===== config.mk =====
export PLATFORM = sky130hd
export DESIGN_NAME = rr_arbiter8
export DESIGN_NICKNAME = d
export VERILOG_FILES = /design/src/rtl/rr_arbiter8.sv
export SDC_FILE = /design/constraint.sdc
export NUM_CORES = 1
export LEC_CHECK = 0
export ABC_AREA = 1
export CAP_MARGIN = 20
export CORE_UTILIZATION = 55
export CTS_CLUSTER_DIAMETER = 120
export DETAILED_ROUTE_END_ITERATION = 8
export PLACE_DENSITY = 0.87
export SYNTH_ARGS = -nofsm -noshare
export SYNTH_HDL_FRONTEND = slang
export SYNTH_SLANG_ARGS = --single-unit

===== constraint.sdc =====
create_clock -name clk -period 3.7 [get_ports clk]
set_input_delay 0.74 -clock clk [delete_from_list [all_inputs] [get_ports clk]]
set_output_delay 0.74 -clock clk [all_outputs]
set_load 0.05 [all_outputs]

===== src/rtl/rr_arbiter8.sv =====
// Eight-way round-robin arbiter with registered one-hot grant, encoded index
// and a programmable hold limit that forces re-arbitration under contention.
module rr_arbiter8 #(
  parameter int unsigned MAX_HOLD = 4
) (
  input  logic       clk,
  input  logic       rst,
  input  logic [7:0] req,
  output logic [7:0] gnt,
  output logic [2:0] gnt_idx,
  output logic       gnt_valid,
  output logic       gnt_new
);

  typedef enum logic {IDLE = 1'b0, GRANT = 1'b1} state_t;

  localparam logic [7:0] MAX_HOLD_C = 8'(MAX_HOLD);

  state_t     state_r, state_n;
  logic [2:0] ptr_r, ptr_n;
  logic [7:0] hold_cnt_r, hold_cnt_n;
  logic [7:0] gnt_r, gnt_n;
  logic [2:0] gnt_idx_r, gnt_idx_n;
  logic       gnt_valid_r, gnt_valid_n;
  logic       gnt_new_r, gnt_new_n;

  logic [3:0] win_s;
  logic       holder_req_s;
  logic       others_s;
  logic       grant_s;
  logic       clear_s;

  // Returns {found, index} of the first set bit scanning upward from start, wrapping 7->0.
  function automatic logic [3:0] scan_winner(input logic [7:0] r, input logic [2:0] start);
    logic [3:0] res;
    logic [2:0] idx;
    res = 4'b0000;
    for (int k = 7; k >= 0; k--) begin
      idx = start + 3'(k);
      if (r[idx]) res = {1'b1, idx};
    end
    return res;
  endfunction

  function automatic logic [7:0] onehot8(input logic [2:0] idx);
    return 8'b0000_0001 << idx;
  endfunction

  // Next-state and next-output decision for the IDLE/GRANT machine.
  always_comb begin
    win_s        = scan_winner(req, ptr_r);
    holder_req_s = |(req & gnt_r);
    others_s     = |(req & ~gnt_r);
    grant_s      = 1'b0;
    clear_s      = 1'b0;
    state_n      = state_r;
    ptr_n        = ptr_r;
    hold_cnt_n   = hold_cnt_r;
    gnt_n        = gnt_r;
    gnt_idx_n    = gnt_idx_r;
    gnt_valid_n  = gnt_valid_r;
    gnt_new_n    = 1'b0;

    case (state_r)
      IDLE: begin
        if (win_s[3]) grant_s = 1'b1;
        else          clear_s = 1'b1;
      end
      GRANT: begin
        if (!holder_req_s) begin
          if (win_s[3]) grant_s = 1'b1;
          else          clear_s = 1'b1;
        end else if ((MAX_HOLD_C == 8'd0) || (hold_cnt_r < MAX_HOLD_C)) begin
          if (hold_cnt_r != 8'hFF) hold_cnt_n = hold_cnt_r + 8'd1;
          else                     hold_cnt_n = hold_cnt_r;
        end else if (others_s) begin
          // Holder sits last in the scan since ptr already points past it.
          grant_s = 1'b1;
        end else begin
          hold_cnt_n = hold_cnt_r;
        end
      end
      default: clear_s = 1'b1;
    endcase

    if (grant_s) begin
      state_n     = GRANT;
      gnt_n       = onehot8(win_s[2:0]);
      gnt_idx_n   = win_s[2:0];
      gnt_valid_n = 1'b1;
      gnt_new_n   = 1'b1;
      hold_cnt_n  = 8'd1;
      ptr_n       = win_s[2:0] + 3'd1;
    end else if (clear_s) begin
      state_n     = IDLE;
      gnt_n       = 8'h00;
      gnt_idx_n   = 3'd0;
      gnt_valid_n = 1'b0;
      hold_cnt_n  = 8'd0;
    end else begin
      state_n     = state_r;
    end
  end

  // State and output registers.
  always_ff @(posedge clk or posedge rst) begin
    if (rst) begin
      state_r     <= IDLE;
      ptr_r       <= 3'd0;
      hold_cnt_r  <= 8'd0;
      gnt_r       <= 8'h00;
      gnt_idx_r   <= 3'd0;
      gnt_valid_r <= 1'b0;
      gnt_new_r   <= 1'b0;
    end else begin
      state_r     <= state_n;
      ptr_r       <= ptr_n;
      hold_cnt_r  <= hold_cnt_n;
      gnt_r       <= gnt_n;
      gnt_idx_r   <= gnt_idx_n;
      gnt_valid_r <= gnt_valid_n;
      gnt_new_r   <= gnt_new_n;
    end
  end

  assign gnt       = gnt_r;
  assign gnt_idx   = gnt_idx_r;
  assign gnt_valid = gnt_valid_r;
  assign gnt_new   = gnt_new_r;

endmodule


## After elaboration in Yosys (flattened, before gate mapping)

Cells that the tools add are included.
Widths: inputs -> output; s select.

| word-level totals | value |
|---|---|
| flip-flop bits (word level) | 24 |
| bits of input ports | 10 |
| output and inout port bits | 13 |

| operators by class | value |
|---|---|
| add/sub/neg operators | 9 |
| order comparisons | 9 |
| eq/ne operators | 1 |
| shift operators | 1 |
| muxes and demuxes | 45 |
| bitwise gates (word level) | 4 |
| reduce and logical (&&, ||, !) cells | 8 |

Operators with widths:

| cell | count |
|---|---|
| $mux 8 | 8 |
| $lt 3x4->1 const B | 8 |
| $mux 4 | 8 |
| $bmux 1 s3 | 8 |
| $mux 1 | 17 |
| $and 8x8->8 | 2 |
| $reduce_or 8->1 | 2 |
| $add 3x3->3 const B | 4 |
| $reduce_bool 3->1 | 4 |
| $add 8x1->8 const B | 1 |
| $lt 8x3->1 const B | 1 |
| $ne 8x8->1 const B | 1 |
| $not 8->8 | 1 |
| $shl 1x3->8 const A | 1 |
| $add 3x1->3 const B | 2 |
| $add 3x2->3 const B | 2 |
| $mux 3 | 2 |
| $pmux 1 s2 | 2 |
| $reduce_and 4->1 | 1 |
| $reduce_bool 2->1 | 1 |
| $not 1->1 | 1 |

## Longest topological paths before layout

Gate-level depths: netlist (run 1).

| logic depth | value |
|---|---|
| depth in word-level cells | 16 |
| depth in mapped cells | 22 |

## Least setup slack after synthesis (run 1)

Ideal clock, no wire load.

| timing path | value |
|---|---|
| path type | flip-flop to flip-flop |
| from | reg ptr_r[1] |
| to | reg ptr_r[2] |
| setup time | 0.117 ns |
| arrival time | 2.465 ns |
| data required time | 3.583 ns |
| setup slack | 1.118 ns |
| stages on the path, launching flop included | 19 |
| buffers on the path | 0 |
| period minus slack after synthesis | 2.582 ns |
| cells stage by stage | dfrtp_1 > inv_2 > ha_1 > inv_1 > nand3_1 > nand3_1 > nand2_1 > nand3_1 > nand2_1 > nand2_1 > nand2_1 > nand2_1 > nand2_1 > nand2_1 > inv_1 > ha_1 > ha_1 > nand2_2 > o21ai_2 |

| on the way | value |
|---|---|
| cells in the longest elaborated chain, start to end | 14 |
| elaborated cells between the ends (all ways) | 35 |
| those cells by class | add/sub: 8; mux: 27 |

RTL lines:

| item | line | text |
|---|---|---|
| from (decl) | 20 | `logic [2:0] ptr_r, ptr_n;` |
| from (signal assigned) | 117 | `ptr_r <= ptr_n;` |
| $add 3x3->3 | 39 | `idx = start + 3'(k);` |
| $bmux 1 s3 | 40 | `if (r[idx]) res = {1'b1, idx};` |
| $mux 1 (not written as such) | 40 |  |
| $mux 4 (7 in series) | 40 |  |
| $mux 4 (*) | 40 |  |
| $mux 1 | 66, 71 |  |
| $mux 1 | 70 | `if (!holder_req_s) begin` |
| $pmux 1 s2 | 64 | `case (state_r)` |

Every way passes the cells marked *; elsewhere a longest branch is shown, timed or not. The select of a mux whose other input is x is not followed.
A chain may end at the register's enable or synchronous reset.

## Worst setup path after layout (run 1)

Ends and elaborated chain as after synthesis.

==> results of run 1 <==
==> flip-flops by register name, indices dropped and copies added (netlist names) <==
signal / cells
gnt: 8
gnt_idx: 3
gnt_new: 1
gnt_valid: 1
hold_cnt_r: 8
ptr_r: 3
==> cell families after synthesis <==
| kind of cell | count (synthesis) | synth area share, % |
|---|---|---|
| AND/OR/NAND/NOR | 156 | 40.0 |
| AO/OA/AOI/OAI | 24 | 8.47 |
| flip-flops | 24 | 32.5 |
| XOR/XNOR | 4 | 2.31 |
| buffers and inverters | 45 | 10.6 |
| adder cells (fa/ha/maj) | 9 | 6.10 |
==> cell type report <==
class,count,area share [%]
multi-input cells,193,49.8
flip-flops and latches,24,28.5
repair buffers,23,10.8
inverters,41,7.30
well taps,44,2.61
clock buffers,3,1.07
==> synth_stat cells (all sizes together) <==
cell	number	area, um^2
a21oi	9	56.3
nor3	1	10.0
nand3	39	230
a211oi	3	22.5
xnor2	2	17.5
buf	3	37.5
nand2	98	388
xor2	2	25.0
clkbuf	1	3.75
nor2b	1	8.76
o22ai	2	12.5
clkinv	2	7.51
inv	39	146
o21ai	10	65.1
nor2	15	73.8
nand4	2	27.5
ha	9	113
dfrtp	24	601
==> stage by stage <==
stage / worst slack, ps / hold slack, ps
after global routing: 333 / 534
after detailed placement: 623 / 472
after CTS: 661 / 511
after global placement: 638 / 468
after floorplan: 1120 / 460
final: 580 / 501
==> how the worst max path moves through the flow <==
stage / slack [ps] / to / start / depth (start not counted)
detailed placement: 620 / ptr_r[2] / req[1] / 18
global route: 330 / ptr_r[2] / ptr_r[1] / 18
floorplan: 1120 / ptr_r[2] / ptr_r[1] / 18
global placement: 640 / ptr_r[2] / req[3] / 18
CTS: 660 / ptr_r[2] / ptr_r[1] / 18
finish: 580 / ptr_r[2] / ptr_r[1] / 18
==> tightest hold or removal path: stages, from the launching register on <==
cell     delay [ps]
dfrtp_1         370
nand2_1          60
nand2_1          60
==> metal layers <==
metal	part of all wire (%)	up-vias	track usage (%)
met4	0.88	0	3.65
li1	-	876	-
met1	50	777	39.2
met3	6.4	6	3.68
met2	43	70	43.0
met5	0	-	0
==> impl_results.md, run 1 <==
- Status: complete, no violations
- Hold_sp: gnt_idx[0]
- Reg clk slew, reported paths: 130 ps
- Placed Instances: about 330
- Area of the multi-input gates: 1050 um^2
- Root Driver: clkbuf_4
- Die height: 59.9 um
- Initial DRC count: ~160
- Hold Buf Count CTS: 0
- Worst setup EP type: register
- Mapped Area: 1850 um^2
- Wirelength per Cell: 13.1 um
- CTS Buf Count: 3
- Die footprint: 3590 um^2
- Fin nets: 305
- Mapped Cells: 262
- Synth warn: 0
- Origin of the critical flop-to-flop path: ptr_r[1]
- Most common cell on crit path: nand2_1
- TritonCTS clock tree: done
- Worst-path cell chain: inv_2 > ha_1 > inv_1 > nand3_1 > nand3_1 > nand2_1 > a21oi_1 > nand2_1 > nand2_1 > nand2_1 > nand2_1 > nand2_1 > nand2_1 > inv_1 > ha_1 > ha_1 > nand2_2 > o21ai_2
- Seq/Total Area, Yosys: about a third
- Reg-to-reg slack, setup: 580 ps
- Fillers: 281
- DR pass1 iterations: 5
- Crit path time final: 3120 ps
- Detail Route Antenna Nets: 0
- Die W: 59.9 um
- Final setup fails: 0
- Fmax: 320 MHz
- CP required: 3900 ps
- Boundary Pins: 23
- Post-route cell area: 2110 um^2
- DP HPWL: 3.38 mm
- Share of cells above drive strength 1: 12.3%
- Crit-path leading delay family: adder cells
- Slowest CP cell: dfrtp_1
- Vias in the first global route: ~1700
- Worst R2R End: ptr_r[2]
- Net count after synthesis: 281
- Hold Path Class: reg -> reg
- Register area: 601 um^2
- CP bufs+invs: 3
- CP Class: reg -> reg
- Total Routing Usage GR: about a quarter
- First-pass GRT wire length: approximately 7.3 mm
- Sink Count: 24
- Unique masters post-synth: 29
- Final worst-path cycle share: ~84%
- CP max FO: 10
- Most frequent cells in the layout: 90 x nand2_1, 35 x inv_1, 32 x nand3_1, 24 x dfrtp_1, 22 x clkdlybuf4s50_1
- Worst skew pair latency: a little over 300 ps
- DR vias: approximately 1700
- Rel. slew slack: 40.3%
- Antenna violations before repair: 0
- Max cap viols: 0
- CP startpoint kind: register
- DR DRC count: 0
- Starting Density: 59.0%
- Port bufs: 22
- CORE AREA: 3130 um^2
- Worst Hold End: gnt_idx[0]
- Largest net degree at the start of global routing: 25
- Arr. time, crit path: around 3300 ps
- Final core utilization: 67.4%
- Leading cell type in the layout, fill and taps excluded: nand2_1
- Area grow syn2layout: 14.3%
- Longest Clk Path Bufs: 2
- Clock skew: between 6 and 7 ps
- Postcts setup bufs: 0
- Final Slew Violations: 0
- GRT overflow: 0
- Worst Tran Pin Value: 894 ps
- Core Rows: 20
- CTS resizes: 0
- TNS Setup: 0 ps
- N_diodes: 0
- RSZ-0062 raised after global routing: no
- Synth Register Bits: 24
- Post-DP Area: about 2100 um^2
- Vias/cell: 5.27
- Final hold violations: 0
- H-tree depth: 1
- Post-route insts no fill: 328
- Reg2reg path depth: 18
- Final wirelength: 4.30 mm
- GPL Wtd Cong: approximately 1.0
- CP max stage delay: 550 ps
- WHS Path Cells: 2
- Avg Cell Area, Syn: 7.04 um^2
Power of run 1 is left out: the tool's default activity adds up to more than one toggle a clock period on the data nets, which glitch-free logic cannot reach.
==> run 2, diff against run 1 <==
==> constraint.sdc (replaced) <==
create_clock -name clk -period 3.2 [get_ports clk]
set_input_delay 0.64 -clock clk [delete_from_list [all_inputs] [get_ports clk]]
set_output_delay 0.64 -clock clk [all_outputs]
set_load 0.05 [all_outputs]
==> impl_results.md, run 2 (same netlist as run 1, synthesis figures left out) <==
- Status: complete, no violations
- CP Launch Point: ptr_r[0]
- First-pass GRT wire length: 7.56 mm
- Root Driver: clkbuf_4
- Crit path time final: approximately 2900 ps
- CORE AREA: ~3100 um^2
- Most common cell on crit path: nand2_1
- Wirelength per Cell: 13.3 um
- Rel. slew slack: 38.6%
- N_diodes: 0
- Slowest CP cell: dfrtp_1
- Final wirelength: 4.42 mm
- Hold_ws: approximately 510 ps
- Hold Buf Count CTS: 0
- Worst skew pair latency: 330 ps
- CP bufs+invs: 3
- CP Class: reg -> reg
- Share of cells above drive strength 1: approximately 14%
- Final setup fails: 0
- Longest Clk Path Bufs: 2
- Vias/cell: approximately 5.4
- Hold_sp: gnt_idx[1]
- Origin of the critical flop-to-flop path: ptr_r[0]
- Boundary Pins: 23
- Worst Tran Pin Value: around 920 ps
- CP required: roughly 3400 ps
- CP startpoint kind: register
- Vias in the first global route: 1682
- CP max FO: 9
- Initial DRC count: 154
- Starting Density: approximately three fifths
- Sink Count: 24
- Die height: approximately 60 um
- Reg clk slew, reported paths: 140 ps
- Hold Path Class: reg -> reg
- CTS Buf Count: 3
- Detail Route Antenna Nets: 0
- DR vias: 1786
- Area grow syn2layout: 17.2%
- CTS resizes: 0
- H-tree depth: 1
- Max cap viols: 0
- Largest net degree at the start of global routing: 25
- Most frequent cells in the layout: 90 x nand2_1, 35 x inv_1, 32 x nand3_1, 24 x dfrtp_1, 22 x clkdlybuf4s50_1
- Die W: between 50 and 60 um
- Placed Instances: 328
- Worst setup EP type: register
- Final worst-path cycle share: ~90%
- TNS Setup: 0 ps
- RSZ-0062 raised after global routing: no
- Fin nets: a little over 300
- Postcts setup bufs: 0
- Port bufs: 22
- Fmax: 347 MHz
- CP max stage delay: between 400 and 500 ps
- GRT overflow: 0
- Core Rows: 20
- Post-route insts no fill: 332
- Total Routing Usage GR: 28.4%
- Antenna violations before repair: 0
- Final Slew Violations: 0
- DR DRC count: 0
- DR pass1 iterations: 5
- Clock skew: 5.74 ps
- Fillers: about 260
- Die footprint: around 3600 um^2
- DP HPWL: around 3.5 mm
- Crit-path leading delay family: simple AND/OR/NAND/NOR gates
- Leading cell type in the layout, fill and taps excluded: nand2_1
- TritonCTS clock tree: done
- Final hold violations: 0
- GPL Wtd Cong: 1.02
- Arr. time, crit path: between 3000 and 4000 ps
- Worst-path cell chain: inv_2 > ha_1 > inv_1 > nand3_1 > nand3_1 > nand2_1 > nand3_1 > nand2_1 > nand2_1 > nand2_1 > nand2_1 > nand2_1 > nand2_1 > inv_1 > ha_1 > ha_1 > nand2_2 > o21ai_2
-- run 2: worst reg2reg max path: stages, from the launching register on --
cell     delay [ps]
dfrtp_1         420
inv_2           150
ha_1            340
inv_1           220
nand3_1         160
nand3_1         210
nand2_1         100
nand3_1          90
nand2_1          60
nand2_1          60
nand2_1          50
nand2_1          50
nand2_1          80
nand2_1         110
inv_1            70
ha_1            200
ha_1            280
nand2_2          80
o21ai_2          50
-- run 2: path summary, 6_finish.rpt --
kind | to | slack, ps | depth (start not counted)
min in group asynchronous | ptr_r[2] | 790 | 2
setup / recovery | ptr_r[2] | 320 | 18
max in group asynchronous | hold_cnt_r[3] | 1850 | 2
hold reg to reg | gnt_idx[1] | 510 | 2
setup reg to reg | ptr_r[2] | 320 | 18
hold / removal | gnt_idx[1] | 510 | 2
-- run 2: metal layers --
layer / GRT usage, % / vias up / wire (um)
met1: 41.3 / 805 / 1990
li1: - / 878 / -
met4: 9.97 / 0 / 104
met3: 4.33 / 10 / 364
met5: 0 / - / 0
met2: 42.9 / 93 / 1960
-- run 2: area by class of cell --
class                   instances  area [um^2]  area share [%]
well taps                      44         55.1            2.55
flip-flops and latches         24          601            27.8
repair buffers                 26          250            11.6
clock inverters                 1         30.0            1.39
clock buffers                   3         22.5            1.04
inverters                      41          154            7.12
multi-input cells             193         1050            48.6
-- run 2: through the flow --
| stage | utilization, % | worst slack [ps] | area, um^2 |
|---|---|---|---|
| 6_report | 69.1 | 320 | 2160 |
| 5_1_grt | 69.1 | 102 | 2160 |
| 4_1_cts | 69.1 | 355 | 2160 |
| 3_5_place_dp | 67.4 | 224 | 2110 |
| 3_3_place_gp | 67.4 | 267 | 2110 |
| 2_1_floorplan | - | 618 | 1850 |
Power of run 2 is left out for the same reason.
